[config.mk]
export PLATFORM = sky130hd
export DESIGN_NAME = vga_scan_timer
export DESIGN_NICKNAME = d
export VERILOG_FILES = /design/src/rtl/vga_timing_pkg.sv /design/src/rtl/vga_pipe_stage.sv /design/src/rtl/vga_scan_timer.sv
export SDC_FILE = /design/constraint.sdc
export NUM_CORES = 1
export LEC_CHECK = 0
export CAP_MARGIN = 10
export CORE_ASPECT_RATIO = 0.8
export CORE_UTILIZATION = 52
export CTS_BUF_LIST = sky130_fd_sc_hd__clkbuf_4
export CTS_CLUSTER_SIZE = 20
export DETAILED_ROUTE_END_ITERATION = 10
export PLACE_DENSITY = 0.84
export SLEW_MARGIN = 20
export SYNTH_ARGS = -nofsm -noshare
export SYNTH_HDL_FRONTEND = slang
export SYNTH_SLANG_ARGS = --single-unit
[constraint.sdc]
create_clock -name clk -period 3.6 [get_ports clk]
set_clock_uncertainty 0.2 [all_clocks]
set_input_delay 1.08 -clock clk [delete_from_list [all_inputs] [get_ports clk]]
set_output_delay 1.08 -clock clk [all_outputs]
set_load 0.1 [all_outputs]
[src/rtl/vga_timing_pkg.sv]
`default_nettype none
// ============================================================================
// Module  : vga_timing_pkg
// Brief   : Default VGA timing constants, widths and the pixel pipeline record.
// Revision: 1.0 - initial release
// ============================================================================
package vga_timing_pkg;

  localparam int COORD_W = 11;
  localparam int RGB_W   = 12;

  localparam int DEF_H_VISIBLE = 640;
  localparam int DEF_H_FP      = 16;
  localparam int DEF_H_SYNC    = 96;
  localparam int DEF_H_BP      = 48;
  localparam int DEF_V_VISIBLE = 480;
  localparam int DEF_V_FP      = 10;
  localparam int DEF_V_SYNC    = 2;
  localparam int DEF_V_BP      = 33;

  typedef struct packed {
    logic             vis;
    logic             hs;
    logic             vs;
    logic [RGB_W-1:0] rgb;
  } pix_t;

  // Sync flags hold "active", so the cleared record is always the inactive one.
  localparam pix_t PIX_IDLE = '{vis: 1'b0, hs: 1'b0, vs: 1'b0, rgb: {RGB_W{1'b0}}};

  function automatic int h_total(input int vis, input int fp, input int sync, input int bp);
    return vis + fp + sync + bp;
  endfunction

  function automatic int v_total(input int vis, input int fp, input int sync, input int bp);
    return vis + fp + sync + bp;
  endfunction

endpackage
`default_nettype wire

[src/rtl/vga_pipe_stage.sv]
`default_nettype none
// ============================================================================
// Module  : vga_pipe_stage
// Brief   : One pixel-tick-enabled register of the output alignment pipeline.
// Revision: 1.0 - initial release
// ============================================================================
module vga_pipe_stage
  import vga_timing_pkg::*;
(
  input  logic clk,
  input  logic rst_n,
  input  logic en_i,
  input  pix_t d_i,
  output pix_t q_o
);

  pix_t stage_q;

  always_ff @(posedge clk or negedge rst_n) begin
    if (!rst_n) begin
      stage_q <= PIX_IDLE;
    end else if (en_i) begin
      stage_q <= d_i;
    end
  end

  assign q_o = stage_q;

endmodule
`default_nettype wire

[src/rtl/vga_scan_timer.sv]
`default_nettype none
// ============================================================================
// Module  : vga_scan_timer
// Brief   : Pixel divider, x/y scan counters, sync/blank decode and output pipe.
// Revision: 1.0 - initial release
// ============================================================================
module vga_scan_timer
  import vga_timing_pkg::*;
#(
  parameter int   CLK_DIV   = 4,
  parameter int   H_VISIBLE = DEF_H_VISIBLE,
  parameter int   H_FP      = DEF_H_FP,
  parameter int   H_SYNC    = DEF_H_SYNC,
  parameter int   H_BP      = DEF_H_BP,
  parameter int   V_VISIBLE = DEF_V_VISIBLE,
  parameter int   V_FP      = DEF_V_FP,
  parameter int   V_SYNC    = DEF_V_SYNC,
  parameter int   V_BP      = DEF_V_BP,
  parameter logic SYNC_POL  = 1'b0,
  parameter int   PIPE      = 1
) (
  input  logic               clk,
  input  logic               rst_n,
  input  logic [RGB_W-1:0]   rgb_in,
  output logic [COORD_W-1:0] x,
  output logic [COORD_W-1:0] y,
  output logic               p_tick,
  output logic               frame_tick,
  output logic               video_on,
  output logic               hsync,
  output logic               vsync,
  output logic [RGB_W-1:0]   rgb_out
);

  localparam int c_h_total = h_total(H_VISIBLE, H_FP, H_SYNC, H_BP);
  localparam int c_v_total = v_total(V_VISIBLE, V_FP, V_SYNC, V_BP);
  localparam int c_div_w   = (CLK_DIV > 1) ? $clog2(CLK_DIV) : 1;

  localparam logic [c_div_w-1:0] c_div_max  = c_div_w'(CLK_DIV - 1);
  localparam logic [COORD_W-1:0] c_h_max    = COORD_W'(c_h_total - 1);
  localparam logic [COORD_W-1:0] c_v_max    = COORD_W'(c_v_total - 1);
  localparam logic [COORD_W-1:0] c_h_vis    = COORD_W'(H_VISIBLE);
  localparam logic [COORD_W-1:0] c_v_vis    = COORD_W'(V_VISIBLE);
  localparam logic [COORD_W-1:0] c_hs_start = COORD_W'(H_VISIBLE + H_FP);
  localparam logic [COORD_W-1:0] c_hs_end   = COORD_W'(H_VISIBLE + H_FP + H_SYNC);
  localparam logic [COORD_W-1:0] c_vs_start = COORD_W'(V_VISIBLE + V_FP);
  localparam logic [COORD_W-1:0] c_vs_end   = COORD_W'(V_VISIBLE + V_FP + V_SYNC);

  logic [c_div_w-1:0] div_q, div_d;
  logic [COORD_W-1:0] x_q, x_d, y_q, y_d;
  logic               w_line_end, w_frame_end;
  logic               w_vis, w_hs_act, w_vs_act;
  pix_t               w_pix0;
  pix_t               w_stage [PIPE];

  // With CLK_DIV = 1 the divider is stuck at zero, which equals its max.
  assign p_tick      = (div_q == c_div_max);
  assign w_line_end  = (x_q == c_h_max);
  assign w_frame_end = (y_q == c_v_max);
  assign frame_tick  = p_tick & w_line_end & w_frame_end;

  always_comb begin
    div_d = (div_q == c_div_max) ? '0 : div_q + 1'b1;
    x_d   = x_q;
    y_d   = y_q;
    if (p_tick) begin
      if (w_line_end) begin
        x_d = '0;
        y_d = w_frame_end ? '0 : y_q + 1'b1;
      end else begin
        x_d = x_q + 1'b1;
      end
    end
  end

  always_ff @(posedge clk or negedge rst_n) begin
    if (!rst_n) begin
      div_q <= '0;
      x_q   <= '0;
      y_q   <= '0;
    end else begin
      div_q <= div_d;
      x_q   <= x_d;
      y_q   <= y_d;
    end
  end

  assign w_vis    = (x_q < c_h_vis) & (y_q < c_v_vis);
  assign w_hs_act = (x_q >= c_hs_start) & (x_q < c_hs_end);
  assign w_vs_act = (y_q >= c_vs_start) & (y_q < c_vs_end);

  always_comb begin
    w_pix0     = PIX_IDLE;
    w_pix0.vis = w_vis;
    w_pix0.hs  = w_hs_act;
    w_pix0.vs  = w_vs_act;
    w_pix0.rgb = w_vis ? rgb_in : '0;
  end

  for (genvar i = 0; i < PIPE; i++) begin : g_pipe
    if (i == 0) begin : g_first
      vga_pipe_stage u_stage (
        .clk   (clk),
        .rst_n (rst_n),
        .en_i  (p_tick),
        .d_i   (w_pix0),
        .q_o   (w_stage[i])
      );
    end else begin : g_rest
      vga_pipe_stage u_stage (
        .clk   (clk),
        .rst_n (rst_n),
        .en_i  (p_tick),
        .d_i   (w_stage[i-1]),
        .q_o   (w_stage[i])
      );
    end
  end

  assign x        = x_q;
  assign y        = y_q;
  assign video_on = w_stage[PIPE-1].vis;
  assign hsync    = w_stage[PIPE-1].hs ~^ SYNC_POL;
  assign vsync    = w_stage[PIPE-1].vs ~^ SYNC_POL;
  assign rgb_out  = w_stage[PIPE-1].rgb;

endmodule
`default_nettype wire

---- Word-level counts from Yosys, hierarchy flattened ----
Cells that the tools add are included.
W data, S select, Z words.
operators by class
  add/sub/neg operators ................... 3
  order comparisons ....................... 6
  equality and inequality tests ........... 3
  multiplexer cells ....................... 4
  bitwise logic cells ..................... 7
  reduce and logical (&&, ||, !) cells .... 1
operator list
  operator                 number
  $add A11 B1 Y11 const B  2
  $eq A11 B10 Y1 const B   2
  $lt A11 B10 Y1 const B   2
  $lt A11 B9 Y1 const B    2
  $mux W11                 2
  $mux W12                 1
  $ge A11 B10 Y1 const B   1
  $ge A11 B9 Y1 const B    1
  $and A1 B1 Y1            5
  $add A2 B1 Y2 const B    1
  $eq A2 B2 Y1 const B     1
  $mux W2                  1
  $not A1 Y1               2
  $reduce_and A2 Y1        1
word-level totals
  register bits ........................... 39
  input bits .............................. 14
  output and inout port bits .............. 39
  logic and storage cells ................. 31

---- Longest topological paths before layout ----
  depth after elaboration ................. 3
  mapped depth ............................ 7
  mapped depth without buffers ............ 6

---- Modules after synthesis ----
Synthesis repeated with hierarchy kept, for this count alone.
second synthesis, totals
  cells, all modules ...................... 183
  area, all modules ....................... 2,021.9 µm²
by module, submodules not included
  module          times used  cells each  area each (µm²)  sequential area each (µm²)
  vga_scan_timer  1           151         1,408.9          600.6
  vga_pipe_stage  1           32          613.1            375.4

---- Worst setup path after synthesis ----
OpenSTA, ideal clock, no wires.
  kind .................................... flip-flop to output port
  start ................................... reg div_q[0]
  end ..................................... out frame_tick
  arrival time ............................ 3.461 ns
  required time ........................... 2.320 ns
  slack ................................... -1.141 ns
  cell stages (with the launch flop) ...... 7
  buffers on the path ..................... 2
  cell sequence ........................... dfrtp_1 > ha_1 > buf_4 > nand4_1 > or3_1 > buf_2 > nor2_1
between the ends
  word-level cells in the longest chain between the ends .. 3
RTL lines
  what                        RTL line              RTL
  start: declaration          vga_scan_timer.sv:49  logic [c_div_w-1:0] div_q, div_d;
  start signal: assignment    vga_scan_timer.sv:82  div_q <= div_d;
  $eq A2 B2 Y1                vga_scan_timer.sv:57  assign p_tick = (div_q == c_div_max);
  net p_tick                  vga_scan_timer.sv:27  output logic p_tick,
  $and A1 B1 Y1 (2 in a row)  vga_scan_timer.sv:60  assign frame_tick = p_tick & w_line_end & w_frame_end;
  end: declaration            vga_scan_timer.sv:28  output logic frame_tick,
The timed path passes the listed nets, and every way through them passes these cells.

---- Worst setup path in the final report ----
  start ................................... reg div_q[0]
  end ..................................... out frame_tick
between the ends
  word-level cells in the longest chain between the ends .. 3
RTL lines
  what                        RTL line
  $eq A2 B2 Y1                vga_scan_timer.sv:57
  $and A1 B1 Y1 (2 in a row)  vga_scan_timer.sv:60
Every way passes these cells.

==> report_table.html <==
<table>
<tr><th>Metric</th><th>Value</th></tr>
<tr><th colspan="2">Run status</th></tr>
<tr><td>Result of the run</td><td>complete, no violations</td></tr>
<tr><th colspan="2">Global routing</th></tr>
<tr><td>Sum of overflow across all layers after global routing</td><td>0</td></tr>
<tr><td>Antenna violations before repair</td><td>0</td></tr>
<tr><td>Vias in the first global route</td><td>1191</td></tr>
<tr><td>Pin count of the biggest net entering global routing</td><td>40</td></tr>
<tr><td>Gr usage total</td><td>22.1%</td></tr>
<tr><td>Wire length of the first global-routing pass</td><td>5.74 mm</td></tr>
<tr><th colspan="2">Route</th></tr>
<tr><td>Wire length on met2</td><td>1.73 mm</td></tr>
<tr><td>Vias per std cell</td><td>5.62</td></tr>
<tr><td>Length of routed met3 wiring</td><td>269 µm</td></tr>
<tr><td>Number of detailed-routing iterations run before antenna repair</td><td>4</td></tr>
<tr><td>DRC violations left</td><td>0</td></tr>
<tr><td>Post-route antenna net violation count</td><td>0</td></tr>
<tr><td>Metal1 wirelength</td><td>1.84 mm</td></tr>
<tr><td>Total via count in the routed design</td><td>1416</td></tr>
<tr><td>Routed wire length per instance</td><td>15.5 µm</td></tr>
<tr><td>Final wirelength</td><td>3.90 mm</td></tr>
<tr><td>Highest signal layer in the routed design</td><td>met4</td></tr>
<tr><td>Starting DRC count in detailed routing</td><td>47</td></tr>
<tr><th colspan="2">Timing</th></tr>
<tr><td>Final setup fails</td><td>0</td></tr>
<tr><td>Slew Limit Fails</td><td>0</td></tr>
<tr><td>Endpoints failing hold</td><td>0</td></tr>
<tr><td>Least setup slack across all paths after layout</td><td>0.213 ns</td></tr>
<tr><td>Highest Clock Rate</td><td>0.295 GHz</td></tr>
<tr><td>Setup total negative slack</td><td>0 ns</td></tr>
<tr><td>Worst-margin pin slew</td><td>0.855 ns</td></tr>
<tr><td>Slew Limit Headroom</td><td>43.0%</td></tr>
<tr><td>Unrepaired setup endpoints after global routing</td><td>false</td></tr>
<tr><td>Final critical path time including I/O delays and setup</td><td>3.39 ns</td></tr>
<tr><td>Fin crit share</td><td>94.1%</td></tr>
<tr><th colspan="2">Placed design</th></tr>
<tr><td>Worst slack after detailed placement</td><td>0.606 ns</td></tr>
<tr><td>Post-DP HPWL</td><td>2.76 mm</td></tr>
<tr><td>Count of port buffers added during placement</td><td>52</td></tr>
<tr><td>RD Place Congestion</td><td>0.837</td></tr>
<tr><th colspan="2">Job</th></tr>
<tr><td>Max-capacitance violation count</td><td>0</td></tr>
<tr><th colspan="2">Critical path</th></tr>
<tr><td>Crit path kind</td><td>flip-flop to output port</td></tr>
<tr><td>Kind of end point of the critical path</td><td>output port</td></tr>
<tr><td>Worst EP required</td><td>2.32 ns</td></tr>
<tr><td>Reg-to-reg endpoint</td><td>g_pipe[0].g_first.u_stage.q_o[4]$_DFFE_PN0N_</td></tr>
<tr><td>Critical Path Slowest Stage Cell</td><td>sky130_fd_sc_hd__or3_1</td></tr>
<tr><td>Startpoint type of the worst setup path</td><td>flip-flop</td></tr>
<tr><td>Number of buffers and inverters on the critical path</td><td>1</td></tr>
<tr><td>Crit path max fanout</td><td>10</td></tr>
<tr><td>Worst flop-to-flop path startpoint</td><td>div_q[0]$_DFF_PN0_</td></tr>
<tr><td>Worst stage delay on the critical path</td><td>0.57 ns</td></tr>
<tr><td>Register-to-Register Path Depth</td><td>5</td></tr>
<tr><td>Sequence of cells on the critical path</td><td>ha_4 &gt; nand4_1 &gt; or3_1 &gt; nor2_4 &gt; buf_12</td></tr>
<tr><td>Category of cells accounting for the largest share of critical-path delay</td><td>simple AND/OR/NAND/NOR gates</td></tr>
<tr><td>Register-to-register setup slack</td><td>1.31 ns</td></tr>
<tr><td>Arr. time, crit path</td><td>2.11 ns</td></tr>
<tr><th colspan="2">Floorplan</th></tr>
<tr><td>CORE AREA</td><td>0.00322 mm²</td></tr>
<tr><td>Top-level port count</td><td>53</td></tr>
<tr><td>Die Span Y</td><td>55.0 µm</td></tr>
<tr><td>Initial core utilization</td><td>56.6%</td></tr>
<tr><td>Horizontal die dimension</td><td>68.2 µm</td></tr>
<tr><td>Row count</td><td>18</td></tr>
<tr><td>Die outline area</td><td>0.00375 mm²</td></tr>
<tr><th colspan="2">Min path</th></tr>
<tr><td>Hold endpoint</td><td>g_pipe[0].g_first.u_stage.q_o[14]$_DFFE_PN0N_</td></tr>
<tr><td>Startpoint of the most critical hold path</td><td>g_pipe[0].g_first.u_stage.q_o[14]$_DFFE_PN0N_</td></tr>
<tr><td>Hold path depth</td><td>1</td></tr>
<tr><td>Worst hold path type</td><td>flip-flop to flip-flop</td></tr>
<tr><th colspan="2">CTS</th></tr>
<tr><td>Count of hold-fix buffers inserted at cts</td><td>0</td></tr>
<tr><td>Number of buffers added for setup after CTS</td><td>0</td></tr>
<tr><td>Worst-Skew Late Latency</td><td>0.34 ns</td></tr>
<tr><td>Root Buffer</td><td>sky130_fd_sc_hd__clkbuf_4</td></tr>
<tr><td>Clock Pin Slew Worst Setup and Hold Paths</td><td>0.12 ns</td></tr>
<tr><td>TritonCTS clock tree</td><td>built</td></tr>
<tr><td>Inserted Clock Buffers</td><td>5</td></tr>
<tr><td>Post_cts resized</td><td>0</td></tr>
<tr><td>Clock sink count</td><td>39</td></tr>
<tr><td>Clock Tree Buf Depth</td><td>2</td></tr>
<tr><td>Clock H-tree levels</td><td>2</td></tr>
<tr><th colspan="2">Logic synthesis</th></tr>
<tr><td>Dominant synthesized flop cell</td><td>sky130_fd_sc_hd__dfrtp_1</td></tr>
<tr><td>Syn Inst Count</td><td>168</td></tr>
<tr><td>Cell area after synthesis</td><td>0.00182 mm²</td></tr>
<tr><td>Number of different library cells in the post-synthesis netlist</td><td>36</td></tr>
<tr><td>Async set-or-reset flop fraction in the synthesized netlist</td><td>100%</td></tr>
<tr><td>Sequential-to-total area share from yosys stat</td><td>53.5%</td></tr>
<tr><td>Number of register bits inferred by synthesis</td><td>39</td></tr>
<tr><td>Net count after synthesis</td><td>186</td></tr>
<tr><td>Number of synthesis warnings</td><td>0</td></tr>
<tr><td>Count of flip-flops with a built-in enable after synthesis</td><td>0</td></tr>
<tr><td>Syn Area/Cell</td><td>10.9 µm²</td></tr>
<tr><th colspan="2">Final layout</th></tr>
<tr><td>Antenna diode count</td><td>0</td></tr>
<tr><td>Share of cells above drive strength 1</td><td>26.9%</td></tr>
<tr><td>Synthesis-to-finish area growth</td><td>25.1%</td></tr>
<tr><td>Post-layout net count</td><td>229</td></tr>
<tr><th colspan="2">Power and ir drop</th></tr>
<tr><td>PwrDens</td><td>337 mW/mm²</td></tr>
<tr><td>P_leak</td><td>1.04 nW</td></tr>
<tr><td>Worst voltage drop across the vdd grid</td><td>0.239 mV</td></tr>
<tr><td>Net Sw Power</td><td>0.214 mW</td></tr>
<tr><td>Clock Power Share</td><td>29.6%</td></tr>
<tr><td>Sw Share</td><td>27.9%</td></tr>
<tr><td>Power share of the sequential group</td><td>58.4%</td></tr>
<tr><td>Comb power frac</td><td>12.1%</td></tr>
<tr><td>Int Pwr</td><td>0.554 mW</td></tr>
</table>
-- cells in the mapped netlist (all sizes together), types with 2 or more instances --
cell type / number / share of area, %
xor2: 8 / 3.8
o21ai: 7 / 1.9
nand4: 8 / 2.7
and4: 3 / 1.4
a31oi: 2 / 1.0
dfrtp: 39 / 54
nor4: 3 / 1.0
nor2: 13 / 2.7
and3: 2 / 0.69
or3: 3 / 1.3
nand2: 10 / 2.1
ha: 4 / 2.7
xnor2: 6 / 2.9
inv: 7 / 1.4
clkbuf: 2 / 0.41
nand3: 6 / 1.6
nand4b: 2 / 0.96
nor3: 3 / 0.82
a22o: 12 / 5.8
a21oi: 2 / 0.55
buf: 15 / 5.8
a21o: 2 / 0.82
-- power groups by stage --
stage	combinational (mW)	sequential (mW)	clock (mW)
CTS	0.0937	0.448	0.230
detailed placement	0.0931	0.457	0
global placement	0.0926	0.456	0
finish	0.0926	0.448	0.227
floorplan	0.0694	0.456	0
global route	0.0972	0.449	0.257
-- layer usage --
metal,track usage [%],up-vias
met5,0,-
met4,10.4,0
met3,5.53,8
met2,32.7,56
met1,30.5,679
li1,-,673
-- cell type report --
cell class	instances	area, µm²
Inverter	8	30.0
Timing Repair Buffer	53	438
Fill cell	244	941
Clock inverter	2	12.5
Clock buffer	6	45.0
Tap cell	40	50.0
Sequential cell	39	981
Multi-Input combinational cell	104	723
-- registers in the layout, indices dropped and copies added (netlist names) --
register and cells:
g_pipe.g_first.u_stage.q_o 15, y 11, x 11, div_q 2
-- cells in the final DEF (no fill, tap or decap), drive strengths merged --
cell	n
clkinv	2
and2	1
nor4	3
clkdlybuf4s50	12
xnor2	6
o21ai	7
nand3	6
inv	7
o32ai	1
o31ai	1
or3	3
mux2i	1
a21oi	2
clkinvlp	1
nor3	3
and4	3
a31oi	2
nand2	10
nand2b	1
buf	41
dfrtp	39
o31a	1
a21o	2
clkbuf	6
and3	2
ha	4
nand4b	2
nor2	13
a22o	12
xor2	8
o2bb2ai	1
nand4	8
nor4bb	1
-- kinds of logic (layout without fill, tap and decap cells) --
| logic type | after synthesis | count (layout) | share of synthesized area [%] |
|---|---|---|---|
| buffers and inverters | 25 | 69 | 7.89 |
| flip-flops | 39 | 39 | 53.5 |
| AO/OA/AOI/OAI | 29 | 29 | 11.9 |
| multiplexers | 1 | 1 | 0.549 |
| adder cells (fa/ha/maj) | 4 | 4 | 2.75 |
| XOR/XNOR | 14 | 14 | 6.73 |
| AND/OR/NAND/NOR | 56 | 56 | 16.6 |
-- worst max-delay path by stage --
stage                             from          to  slack (ns)  depth (start not counted)
finish              div_q[0]$_DFF_PN0_  frame_tick        0.21                          5
global route          y[0]$_DFFE_PN0P_  frame_tick        0.10                          6
CTS                 div_q[0]$_DFF_PN0_  frame_tick        0.21                          5
detailed placement  div_q[0]$_DFF_PN0_  frame_tick        0.61                          5
global placement    div_q[0]$_DFF_PN0_  frame_tick        0.67                          5
floorplan             x[4]$_DFFE_PN0N_  frame_tick        0.03                          4
-- stage by stage --
step / power [mW] / hold slack [ns] / utilization [%] / instance area (µm²) / cells
after floorplan: 0.526 / 0.252 / - / 1850 / 168
after global placement: 0.549 / 0.264 / 69.0 / 2220 / 244
after detailed placement: 0.550 / 0.276 / 69.0 / 2220 / 244
after CTS: 0.773 / 0.304 / 70.8 / 2280 / 252
after global routing: 0.804 / 0.321 / 70.8 / 2280 / 252
final: 0.768 / 0.300 / 70.8 / 2280 / 252
-- worst register-to-register path, delay by kind of cell, from the launching register on --
family / cells / cell delay, ns
compound gates: 1 / 0.21
fa+ha+maj: 1 / 0.21
buf+inv: 1 / 0.43
flops: 1 / 0.41
simple gates: 2 / 0.78
Power figures use the tool's default switching activity.
